$ cat src/rtl/mem_arbiter.sv
// ---------------------------------------------------------------------------
// mem_arbiter
// Shares one byte-wide synchronous memory port between an instruction-fetch
// (IF) client and a load/store (LS) client. A request is accepted in IDLE.
// LS has priority over IF. The transfer then runs one byte per cycle,
// little-endian, for 1, 2 or 4 bytes. A one-cycle done pulse goes to the
// owner, and the following cycle is an idle turnaround.
//
// Ports
//   clk, rst        clock (rising edge), asynchronous active-high reset
//   rdy             global pause; low freezes the engine and masks mem_wr
//   if_req/if_addr  fetch request and byte address (fetches are 4 bytes)
//   if_abort        cancels an IF-owned read; blocks IF acceptance in IDLE
//   if_done/if_data fetch completion pulse and fetched word
//   ls_req/ls_we    load/store request, 1 = store
//   ls_size         0 = byte, 1 = half, 2/3 = word
//   ls_addr/wdata   load/store address and store data
//   ls_done/rdata   load/store completion pulse and zero-extended load data
//   mem_din         memory read byte (returns mem[mem_a] one cycle later)
//   mem_dout/a/wr   memory write byte, address and write strobe
//   busy            engine is not idle
// ---------------------------------------------------------------------------
module mem_arbiter (
    input  logic        clk,
    input  logic        rst,
    input  logic        rdy,
    input  logic        if_req,
    input  logic [31:0] if_addr,
    input  logic        if_abort,
    output logic        if_done,
    output logic [31:0] if_data,
    input  logic        ls_req,
    input  logic        ls_we,
    input  logic [1:0]  ls_size,
    input  logic [31:0] ls_addr,
    input  logic [31:0] ls_wdata,
    output logic        ls_done,
    output logic [31:0] ls_rdata,
    input  logic [7:0]  mem_din,
    output logic [7:0]  mem_dout,
    output logic [31:0] mem_a,
    output logic        mem_wr,
    output logic        busy
);

    typedef enum logic [1:0] {
        S_IDLE  = 2'd0,
        S_READ  = 2'd1,
        S_WRITE = 2'd2
    } state_t;

    state_t      r_state, w_state_nxt;
    logic [2:0]  r_cnt, w_cnt_nxt;
    logic        r_owner_ls, w_owner_ls_nxt;
    logic [2:0]  r_len, w_len_nxt;
    logic [31:0] r_wdata, w_wdata_nxt;
    logic [31:0] r_buf, w_buf_nxt;
    logic [31:0] r_mem_a, w_mem_a_nxt;
    logic [7:0]  r_mem_dout, w_mem_dout_nxt;
    logic        r_mem_wr, w_mem_wr_nxt;
    logic        r_if_done, w_if_done_nxt;
    logic        r_ls_done, w_ls_done_nxt;
    logic [31:0] r_if_data, w_if_data_nxt;
    logic [31:0] r_ls_rdata, w_ls_rdata_nxt;

    logic        w_accept_ls, w_accept_if, w_abort, w_last_rd, w_last_wr;
    logic [1:0]  w_cap_idx;
    logic [31:0] w_rd_word;

    function automatic logic [2:0] size_to_len(input logic [1:0] size);
        case (size)
            2'd0:    return 3'd1;
            2'd1:    return 3'd2;
            default: return 3'd4;
        endcase
    endfunction

    function automatic logic [7:0] get_byte(input logic [31:0] word, input logic [1:0] idx);
        case (idx)
            2'd0:    return word[7:0];
            2'd1:    return word[15:8];
            2'd2:    return word[23:16];
            default: return word[31:24];
        endcase
    endfunction

    function automatic logic [31:0] put_byte(input logic [31:0] word, input logic [1:0] idx,
                                             input logic [7:0] b);
        logic [31:0] res;
        res = word;
        case (idx)
            2'd0:    res[7:0]   = b;
            2'd1:    res[15:8]  = b;
            2'd2:    res[23:16] = b;
            default: res[31:24] = b;
        endcase
        return res;
    endfunction

    // No acceptance while a done pulse is out: that cycle is the turnaround.
    assign w_accept_ls = (r_state == S_IDLE) && rdy && !r_if_done && !r_ls_done && ls_req;
    assign w_accept_if = (r_state == S_IDLE) && rdy && !r_if_done && !r_ls_done && !ls_req
                         && if_req && !if_abort;
    assign w_abort     = (r_state == S_READ) && rdy && !r_owner_ls && if_abort;
    // In READ cnt runs to n: cycle k issues byte k and captures byte k-1.
    assign w_last_rd   = (r_state == S_READ) && rdy && (r_cnt == r_len);
    assign w_last_wr   = (r_state == S_WRITE) && rdy && (r_cnt == r_len - 3'd1);
    assign w_cap_idx   = 2'(r_cnt - 3'd1);
    assign w_rd_word   = put_byte(r_buf, w_cap_idx, mem_din);

    // State register.
    always_ff @(posedge clk or posedge rst) begin
        if (rst) begin
            r_state <= S_IDLE;
        end else begin
            r_state <= w_state_nxt;
        end
    end

    // Next-state decode.
    always_comb begin
        w_state_nxt = r_state;
        case (r_state)
            S_IDLE: begin
                if (w_accept_ls) begin
                    w_state_nxt = ls_we ? S_WRITE : S_READ;
                end else if (w_accept_if) begin
                    w_state_nxt = S_READ;
                end else begin
                    w_state_nxt = S_IDLE;
                end
            end
            S_READ: begin
                if (w_abort || w_last_rd) begin
                    w_state_nxt = S_IDLE;
                end else begin
                    w_state_nxt = S_READ;
                end
            end
            S_WRITE: begin
                if (w_last_wr) begin
                    w_state_nxt = S_IDLE;
                end else begin
                    w_state_nxt = S_WRITE;
                end
            end
            default: w_state_nxt = S_IDLE;
        endcase
    end

    // Next values of the latched request, byte engine and registered outputs.
    always_comb begin
        w_cnt_nxt      = r_cnt;
        w_owner_ls_nxt = r_owner_ls;
        w_len_nxt      = r_len;
        w_wdata_nxt    = r_wdata;
        w_buf_nxt      = r_buf;
        w_mem_a_nxt    = r_mem_a;
        w_mem_dout_nxt = r_mem_dout;
        w_mem_wr_nxt   = r_mem_wr;
        w_if_done_nxt  = 1'b0;
        w_ls_done_nxt  = 1'b0;
        w_if_data_nxt  = r_if_data;
        w_ls_rdata_nxt = r_ls_rdata;
        case (r_state)
            S_IDLE: begin
                if (w_accept_ls) begin
                    w_owner_ls_nxt = 1'b1;
                    w_len_nxt      = size_to_len(ls_size);
                    w_wdata_nxt    = ls_wdata;
                    w_cnt_nxt      = 3'd0;
                    w_buf_nxt      = 32'd0;
                    w_mem_a_nxt    = ls_addr;
                    w_mem_dout_nxt = ls_we ? ls_wdata[7:0] : 8'd0;
                    w_mem_wr_nxt   = ls_we;
                end else if (w_accept_if) begin
                    w_owner_ls_nxt = 1'b0;
                    w_len_nxt      = 3'd4;
                    w_cnt_nxt      = 3'd0;
                    w_buf_nxt      = 32'd0;
                    w_mem_a_nxt    = if_addr;
                    w_mem_dout_nxt = 8'd0;
                    w_mem_wr_nxt   = 1'b0;
                end else begin
                    w_mem_dout_nxt = 8'd0;
                    w_mem_wr_nxt   = 1'b0;
                end
            end
            S_READ: begin
                if (!rdy || w_abort) begin
                    w_cnt_nxt = r_cnt;
                end else if (w_last_rd) begin
                    if (r_owner_ls) begin
                        w_ls_done_nxt  = 1'b1;
                        w_ls_rdata_nxt = w_rd_word;
                    end else begin
                        w_if_done_nxt  = 1'b1;
                        w_if_data_nxt  = w_rd_word;
                    end
                end else begin
                    w_cnt_nxt = r_cnt + 3'd1;
                    // Nothing to capture yet in cycle 0.
                    if (r_cnt != 3'd0) begin
                        w_buf_nxt = w_rd_word;
                    end else begin
                        w_buf_nxt = r_buf;
                    end
                    // Address stops at the last byte; it is held into IDLE.
                    if ((r_cnt + 3'd1) < r_len) begin
                        w_mem_a_nxt = r_mem_a + 32'd1;
                    end else begin
                        w_mem_a_nxt = r_mem_a;
                    end
                end
            end
            S_WRITE: begin
                if (!rdy) begin
                    w_cnt_nxt = r_cnt;
                end else if (w_last_wr) begin
                    w_ls_done_nxt  = 1'b1;
                    w_mem_wr_nxt   = 1'b0;
                    w_mem_dout_nxt = 8'd0;
                end else begin
                    w_cnt_nxt      = r_cnt + 3'd1;
                    w_mem_a_nxt    = r_mem_a + 32'd1;
                    w_mem_dout_nxt = get_byte(r_wdata, 2'(r_cnt + 3'd1));
                    w_mem_wr_nxt   = 1'b1;
                end
            end
            default: begin
                w_mem_wr_nxt   = 1'b0;
                w_mem_dout_nxt = 8'd0;
            end
        endcase
    end

    // Datapath and output registers.
    always_ff @(posedge clk or posedge rst) begin
        if (rst) begin
            r_cnt      <= 3'd0;
            r_owner_ls <= 1'b0;
            r_len      <= 3'd0;
            r_wdata    <= 32'd0;
            r_buf      <= 32'd0;
            r_mem_a    <= 32'd0;
            r_mem_dout <= 8'd0;
            r_mem_wr   <= 1'b0;
            r_if_done  <= 1'b0;
            r_ls_done  <= 1'b0;
            r_if_data  <= 32'd0;
            r_ls_rdata <= 32'd0;
        end else begin
            r_cnt      <= w_cnt_nxt;
            r_owner_ls <= w_owner_ls_nxt;
            r_len      <= w_len_nxt;
            r_wdata    <= w_wdata_nxt;
            r_buf      <= w_buf_nxt;
            r_mem_a    <= w_mem_a_nxt;
            r_mem_dout <= w_mem_dout_nxt;
            r_mem_wr   <= w_mem_wr_nxt;
            r_if_done  <= w_if_done_nxt;
            r_ls_done  <= w_ls_done_nxt;
            r_if_data  <= w_if_data_nxt;
            r_ls_rdata <= w_ls_rdata_nxt;
        end
    end

    // The write strobe must drop in the same cycle rdy falls, so it is gated here.
    assign mem_wr   = r_mem_wr & rdy;
    assign mem_a    = r_mem_a;
    assign mem_dout = r_mem_dout;
    assign if_done  = r_if_done;
    assign ls_done  = r_ls_done;
    assign if_data  = r_if_data;
    assign ls_rdata = r_ls_rdata;
    assign busy     = (r_state != S_IDLE);

endmodule

$ cat config.mk
export PLATFORM = sky130hd
export DESIGN_NAME = mem_arbiter
export DESIGN_NICKNAME = d
export VERILOG_FILES = /design/src/rtl/mem_arbiter.sv
export SDC_FILE = /design/constraint.sdc
export NUM_CORES = 1
export LEC_CHECK = 0
export ABC_AREA = 1
export ABC_CLOCK_PERIOD_IN_PS = 5700
export CORE_ASPECT_RATIO = 2
export CORE_MARGIN = 5
export CORE_UTILIZATION = 35
export DETAILED_ROUTE_END_ITERATION = 8
export GPL_TIMING_DRIVEN = 0
export PLACE_DENSITY_LB_ADDON = 0.25
export SLEW_MARGIN = 5
export SYNTH_ARGS = -nofsm -noshare
export SYNTH_HDL_FRONTEND = slang
export SYNTH_SLANG_ARGS = --single-unit
$ cat constraint.sdc
create_clock -name clk -period 5.7 [get_ports clk]
set_clock_uncertainty 0.1 [all_clocks]
set_input_delay 0.57 -clock clk [delete_from_list [all_inputs] [get_ports clk]]
set_output_delay 0.57 -clock clk [all_outputs]
set_load 0.02 [all_outputs]
==> metrics.yaml, run 1 <==
run_status:
  outcome: "finished, final reports clean"
die:
  initial_utilization_pct: 35.5
  die_w_um: 127
  fp.dieH_um: 244
  ios: 221
  rows: 85
  dieArea_um2: 31000
  coreArea_um2: 27000
setup_path:
  path_depth: 13
  critPathBufInv: 3
  slowest_stage: "dfrtp_1"
  cp_data_arrival_time_ns: 3.51
  crit_chain: "ha_1 > clkbuf_1 > xor2_1 > ha_1 > a21oi_1 > nand2_1 > o21ai_0 > nand3_1 > nor2_2 > buf_4 > buf_6 > nand2_1 > nand2_1"
  critPathTopFamily: "buffers and inverters"
  ff2ff_path_depth: 13
  crit_path_end_kind: "flop"
  cp_max_fo: 10
  worstSetupPathType: "flop to flop"
  start_kind: "flop"
  cp_data_required_time_ns: 5.99
  cp-startpoint: "r_cnt[1]$_DFFE_PP0P_"
  max_stage_delay_ns: 0.49
  cp_common_cell: "nand2_1"
  r2r_start: "r_cnt[1]$_DFFE_PP0P_"
sta:
  rsz0062_at_grt: "no"
  setup_ws_ns: 2.48
  setup-violations-final: 0
  hold_viol: 0
  fin_crit_ns: 3.22
  relSlewSlack_pct: 43.0
  tightest_slew_ns: 0.855
  setup_tns_ns: 0
  drv_slew: 0
  timing.fmax_mhz: 310
  fin_crit_sh_pct: 56.5
yosys:
  synthAdderAreaFrac_pct: 2.09
  synthMuxAreaShare_pct: 0
  syn_nets: 1469
  synth.top_cells.by_count: "543 x nand2_1, 180 x dfrtp_1, 126 x o21ai_0"
  yosysSeqAreaShare_pct: 47.0
  ys_types: 32
  synth_area_um2: 9590
  synth_seq_cells: 180
  synth_most_common_cell: "nand2_1"
  synth_warnings: 0
  async_flop_share_pct: 100
  synth_xor_area_share_pct: 0.640
  synth_top_cell_by_area: "dfrtp_1"
  synth_cells: 1340
  synth_top_area_share_pct: 47.0
  synth_compound_area_share_pct: 10.6
  synth_top_family_by_area: "simple AND/OR/NAND/NOR gates"
  avgSynthCellArea_um2: 7.15
  ys.flop_type: "dfrtp_1"
  synth-simple-area-share_pct: 31.4
  synth_area_leaders: "dfrtp_1 47%, nand2_1 21%, o21ai_0 6.6%, inv_1 4.9%, nor2_1 4.7%"
  synth_edf_count: 0
routing:
  viasPerCell: 4.87
  first_pass_iters: 6
  via_count: 9452
  routedWlPerCell_um: 17.6
  drt_iter0_drc: 575
  drcViolationCount: 0
  final_antenna_net_count: 0
  finalWirelength_um: 34100
finish:
  fin_nets: 1709
  drive_above_1_share_pct: 5.40
  insertedDiodeCount: 0
  syn_to_final_growth_pct: 33.7
placement:
  hpwl_um: 27000
  numPortBuffers: 220
  gp_congestion: 0.933
  place_worst_setup_slack_ns: 2.51
clocking:
  root_buffer: "clkbuf_16"
  clockBufferDepth: 2
  htree_levels: 4
  insertion_delay_ns: 0.45
  hold_buffers: 0
  clock_sinks: 180
  ctsResizeCount: 0
  cts_tree: "built"
  clk_pin_slew_worst_paths_ns: 0.07
  post-cts-setup-buffers: 0
  cts_made_buffers: 17
global_routing:
  grtUsageMet3_pct: 4.06
  grt_use_total_pct: 22.2
  grt_busiest_layer: "met2"
  antenna_found_initial: 1
  grt_max_degree: 104
  gr-usage-met1_pct: 21.7
  grt_pass1_wl_um: 52800
  grt-ovfl-total: 0
  grtUsageMet2_pct: 42.9
  grt_pass1_vias: 9703
hold_path:
  min_from: "ls_rdata[14]$_DFFE_PP0P_"
  hold_path.class: "flop to flop"
  hold_depth: 2
pwr:
  peakVddDrop_uv: 362
  power.density_nw_per_um2: 535
  p_leak_nw: 6.09
job:
  maxCapViolations: 0
[cells in the final DEF (no fill, tap or decap), drive strengths merged]
| cell | instances |
|---|---|
| nand2 | 544 |
| buf | 41 |
| nor3 | 1 |
| clkinvlp | 3 |
| clkbuf | 38 |
| xnor2 | 3 |
| inv | 129 |
| nand3 | 67 |
| and2 | 1 |
| o32ai | 1 |
| dfrtp | 180 |
| o21bai | 3 |
| clkdlybuf4s50 | 220 |
| nor2 | 127 |
| ha | 16 |
| nand3b | 7 |
| xor2 | 4 |
| a31oi | 11 |
| clkinv | 9 |
| nor3b | 2 |
| nand4 | 3 |
| a21oi | 15 |
| o22ai | 1 |
| o21ai | 167 |
[final timing paths]
| path | end | slack [ns] |
|---|---|---|
| worst max register to register | mem_a[1]$_DFFE_PP0P_ | 2.48 |
| worst max-delay path | mem_a[1]$_DFFE_PP0P_ | 2.48 |
| worst min-delay path | ls_rdata[14]$_DFFE_PP0P_ | 0.37 |
| max in group asynchronous | r_buf[24]$_DFFE_PP0P_ | 4.07 |
| min in group asynchronous | if_data[1]$_DFFE_PP0P_ | 0.46 |
| worst min register to register | ls_rdata[14]$_DFFE_PP0P_ | 0.37 |
[where the power goes]
group | internal, W | switching (W) | total (W) | leakage, nW
sequential | 0.00177 | 0.000389 | 0.00216 | 2.26
combinational | 0.00131 | 0.00225 | 0.00356 | 3.57
clock | 0.000586 | 0.000552 | 0.00114 | 0.267
[flip-flops by register name, summed over array words and instances (netlist names), 2 cells and up]
| signal | flops |
|---|---|
| if_data | 32 |
| ls_rdata | 32 |
| mem_a | 32 |
| r_buf | 32 |
| r_wdata | 32 |
| mem_dout | 8 |
| r_cnt | 3 |
| r_len | 3 |
| r_state | 2 |
[through the flow]
stage	std cells	instance area, µm²	utilization (%)	power [W]	hold slack (ns)
after floorplan	1340	9590	-	0.00426	0.349
after global placement	1908	12200	45.3	0.00571	0.355
after detailed placement	1909	12300	45.4	0.00576	0.358
after CTS	1941	12800	47.4	0.00692	0.375
after global routing	1941	12800	47.4	0.00739	0.398
final	1941	12800	47.4	0.00686	0.371
[logic make-up (layout without fill, tap and decap cells)]
family,Yosys count,after routing
and+or+nand+nor,752,752
AOI/OAI and AO/OA,198,198
buffers and inverters,187,440
DFF,180,180
adders and majority gates,16,16
xor gates and xnor gates,7,7
[layout make-up]
cell class	instances	area [µm²]
fill	2782	14200
sequential	180	4500
multi-input combinational	973	4290
timing repair buffer	221	2230
inverter	128	488
clock buffer	19	453
tap	348	435
buffer	59	310
clock inverter	13	101
[metal layers]
layer  vias up  share of wire, %  wire (µm)
li1       4663                 -          -
met1      4392                35      11800
met2       300                56      18900
met3        95               4.3       1450
met4         2               5.7       1940
met5         -             0.021          7
[tightest hold or removal path, stage by stage, from the launching register on]
cell and delay [ns]:
dfrtp_1 0.34, nand2_1 0.05, nand2_1 0.04
(Power assumes the default switching activity.)
==> run 2: changes to the inputs <==
Settings changed: ABC_CLOCK_PERIOD_IN_PS 5700 to 3360.
Clock period 5.7 ns to 3.36 ns, I/O delays scaled along.
==> run 2 against run 1 <==
Clock power up 97%. Largest power group unchanged. Critical endpoint is now mem_a[14]$_DFFE_PP0P_. Sequential share of layout area down 0.48 points. Via count up 0.17%.
==> metrics.yaml, run 2 (same netlist as run 1, synthesis figures left out) <==
run_status:
  outcome: "finished, final reports clean"
routing:
  routedWlPerCell_um: 17.3
  finalWirelength_um: 33700
  via_count: 9468
  final_antenna_net_count: 0
  drt_iter0_drc: 594
  first_pass_iters: 5
  viasPerCell: 4.87
  drcViolationCount: 0
clocking:
  hold_buffers: 0
  insertion_delay_ns: 0.46
  htree_levels: 4
  clk_pin_slew_worst_paths_ns: 0.07
  clockBufferDepth: 2
  cts_made_buffers: 17
  clock_sinks: 180
  cts_tree: "built"
  root_buffer: "clkbuf_16"
sta:
  setup_ws_ns: 0.348
  tightest_slew_ns: 0.862
  fin_crit_sh_pct: 89.6
  hold_viol: 0
  setup-violations-final: 0
  fin_crit_ns: 3.01
  setup_tns_ns: 0
  rsz0062_at_grt: "no"
  timing.fmax_mhz: 332
  drv_slew: 0
  relSlewSlack_pct: 42.4
pwr:
  switching_share_pct: 45.1
  power.density_nw_per_um2: 921
  seqPwrFrac_pct: 30.6
  p_int_w: 0.00657
  power_w: 0.0120
  p_leak_nw: 6.17
  p_comb_share_pct: 50.6
  p_switching_w: 0.00540
  clkPwrFrac_pct: 18.8
  peakVddDrop_uv: 482
die:
  ios: 221
  die_w_um: 127
  coreArea_um2: 27000
  initial_utilization_pct: 35.5
  dieArea_um2: 31000
  fp.dieH_um: 244
  rows: 85
finish:
  drive_above_1_share_pct: 5.64
  layout_common_cells: "543 x nand2_1, 220 x clkdlybuf4s50_1, 180 x dfrtp_1, 126 x o21ai_0, 123 x inv_1"
  multiInputGateArea_um2: 4290
  fin_nets: 1713
  syn_to_final_growth_pct: 35.5
  insertedDiodeCount: 0
  final_area_um2: 13000
  fill_cells: 2749
  final_common_cell: "nand2_1"
  stdcell_count: 1945
  regArea_um2: 4500
global_routing:
  grt-ovfl-total: 0
  grt_pass1_wl_um: 51900
  grt_max_degree: 39
  grt_pass1_vias: 9606
  antenna_found_initial: 0
  grt_use_total_pct: 21.9
placement:
  place_worst_setup_slack_ns: 0.141
  dpl_cell_area_um2: 12300
  numPortBuffers: 220
  dp_cells: 1913
  hpwl_um: 26900
  gp_congestion: 0.940
setup_path:
  slowest_stage: "dfrtp_1"
  critPathTopFamily: "simple AND/OR/NAND/NOR gates"
  worstSetupPathType: "flop to flop"
  crit_chain: "ha_2 > clkbuf_2 > xor2_1 > ha_1 > a21oi_1 > nand2_1 > nand2_1 > nand2_1 > nor2_1 > nand2_2 > buf_2 > nand2_1 > nand2_1"
  cp_max_fo: 10
  cp_common_cell: "nand2_1"
  max_stage_delay_ns: 0.49
  crit_path_end_kind: "flop"
  start_kind: "flop"
  cp_data_required_time_ns: 3.60
  cp_data_arrival_time_ns: 3.26
  critPathBufInv: 2
hold_path:
  hold_path.class: "input port to async pin"
job:
  maxCapViolations: 0
[run 2: what timing repair did]
action	in CTS	in global routing
setup endpoints to repair	0	30
hold endpoints to repair	0	0
gates resized for setup	0	3
buffers inserted	0	0
[run 2: final timing paths]
check | cells after the start | slack, ns | from | to
max | 13 | 0.35 | r_cnt[0]$_DFFE_PP0P_ | mem_a[14]$_DFFE_PP0P_
min | 2 | 0.30 | rst | ls_rdata[2]$_DFFE_PP0P_
max reg2reg | 13 | 0.35 | r_cnt[0]$_DFFE_PP0P_ | mem_a[14]$_DFFE_PP0P_
min reg2reg | 2 | 0.37 | ls_rdata[6]$_DFFE_PP0P_ | ls_rdata[6]$_DFFE_PP0P_
max in group asynchronous | 5 | 1.78 | rst | r_wdata[25]$_DFFE_PP0P_
min in group clk | 3 | 0.33 | ls_wdata[12] | r_wdata[12]$_DFFE_PP0P_
[run 2: power by group through the flow]
stage | combinational, W | sequential (W) | clock, W
final | 0.00606 | 0.00366 | 0.00225
after global routing | 0.00669 | 0.00377 | 0.00236
after CTS | 0.00611 | 0.00366 | 0.00228
after detailed placement | 0.00608 | 0.00369 | 0
after global placement | 0.00599 | 0.00367 | 0
after floorplan | 0.00315 | 0.00407 | 0
[run 2: cell type report]
class / count / share of cell area, %
multi-input combinational: 973 / 33.1
buffer: 59 / 2.40
clock buffer: 23 / 3.76
inverter: 128 / 3.73
timing repair buffer: 225 / 17.8
clock inverter: 9 / 1.25
tap: 348 / 3.35
sequential: 180 / 34.7
[run 2: stage by stage]
stage / util, % / hold slack [ns]
after detailed placement: 45.7 / 0.359
after global placement: 45.3 / 0.356
final: 48.1 / 0.302
after global routing: 48.1 / 0.318
after CTS: 48.1 / 0.302
after floorplan: - / 0.346
[run 2: per-layer routing]
layer  vias up  track usage (%)  wire length (µm)
li1       4674                -                 -
met1      4419             21.2             11500
met2       287             41.9             18700
met3        88             3.95              1460
met4         0             13.1              1960
met5         -                0                 0
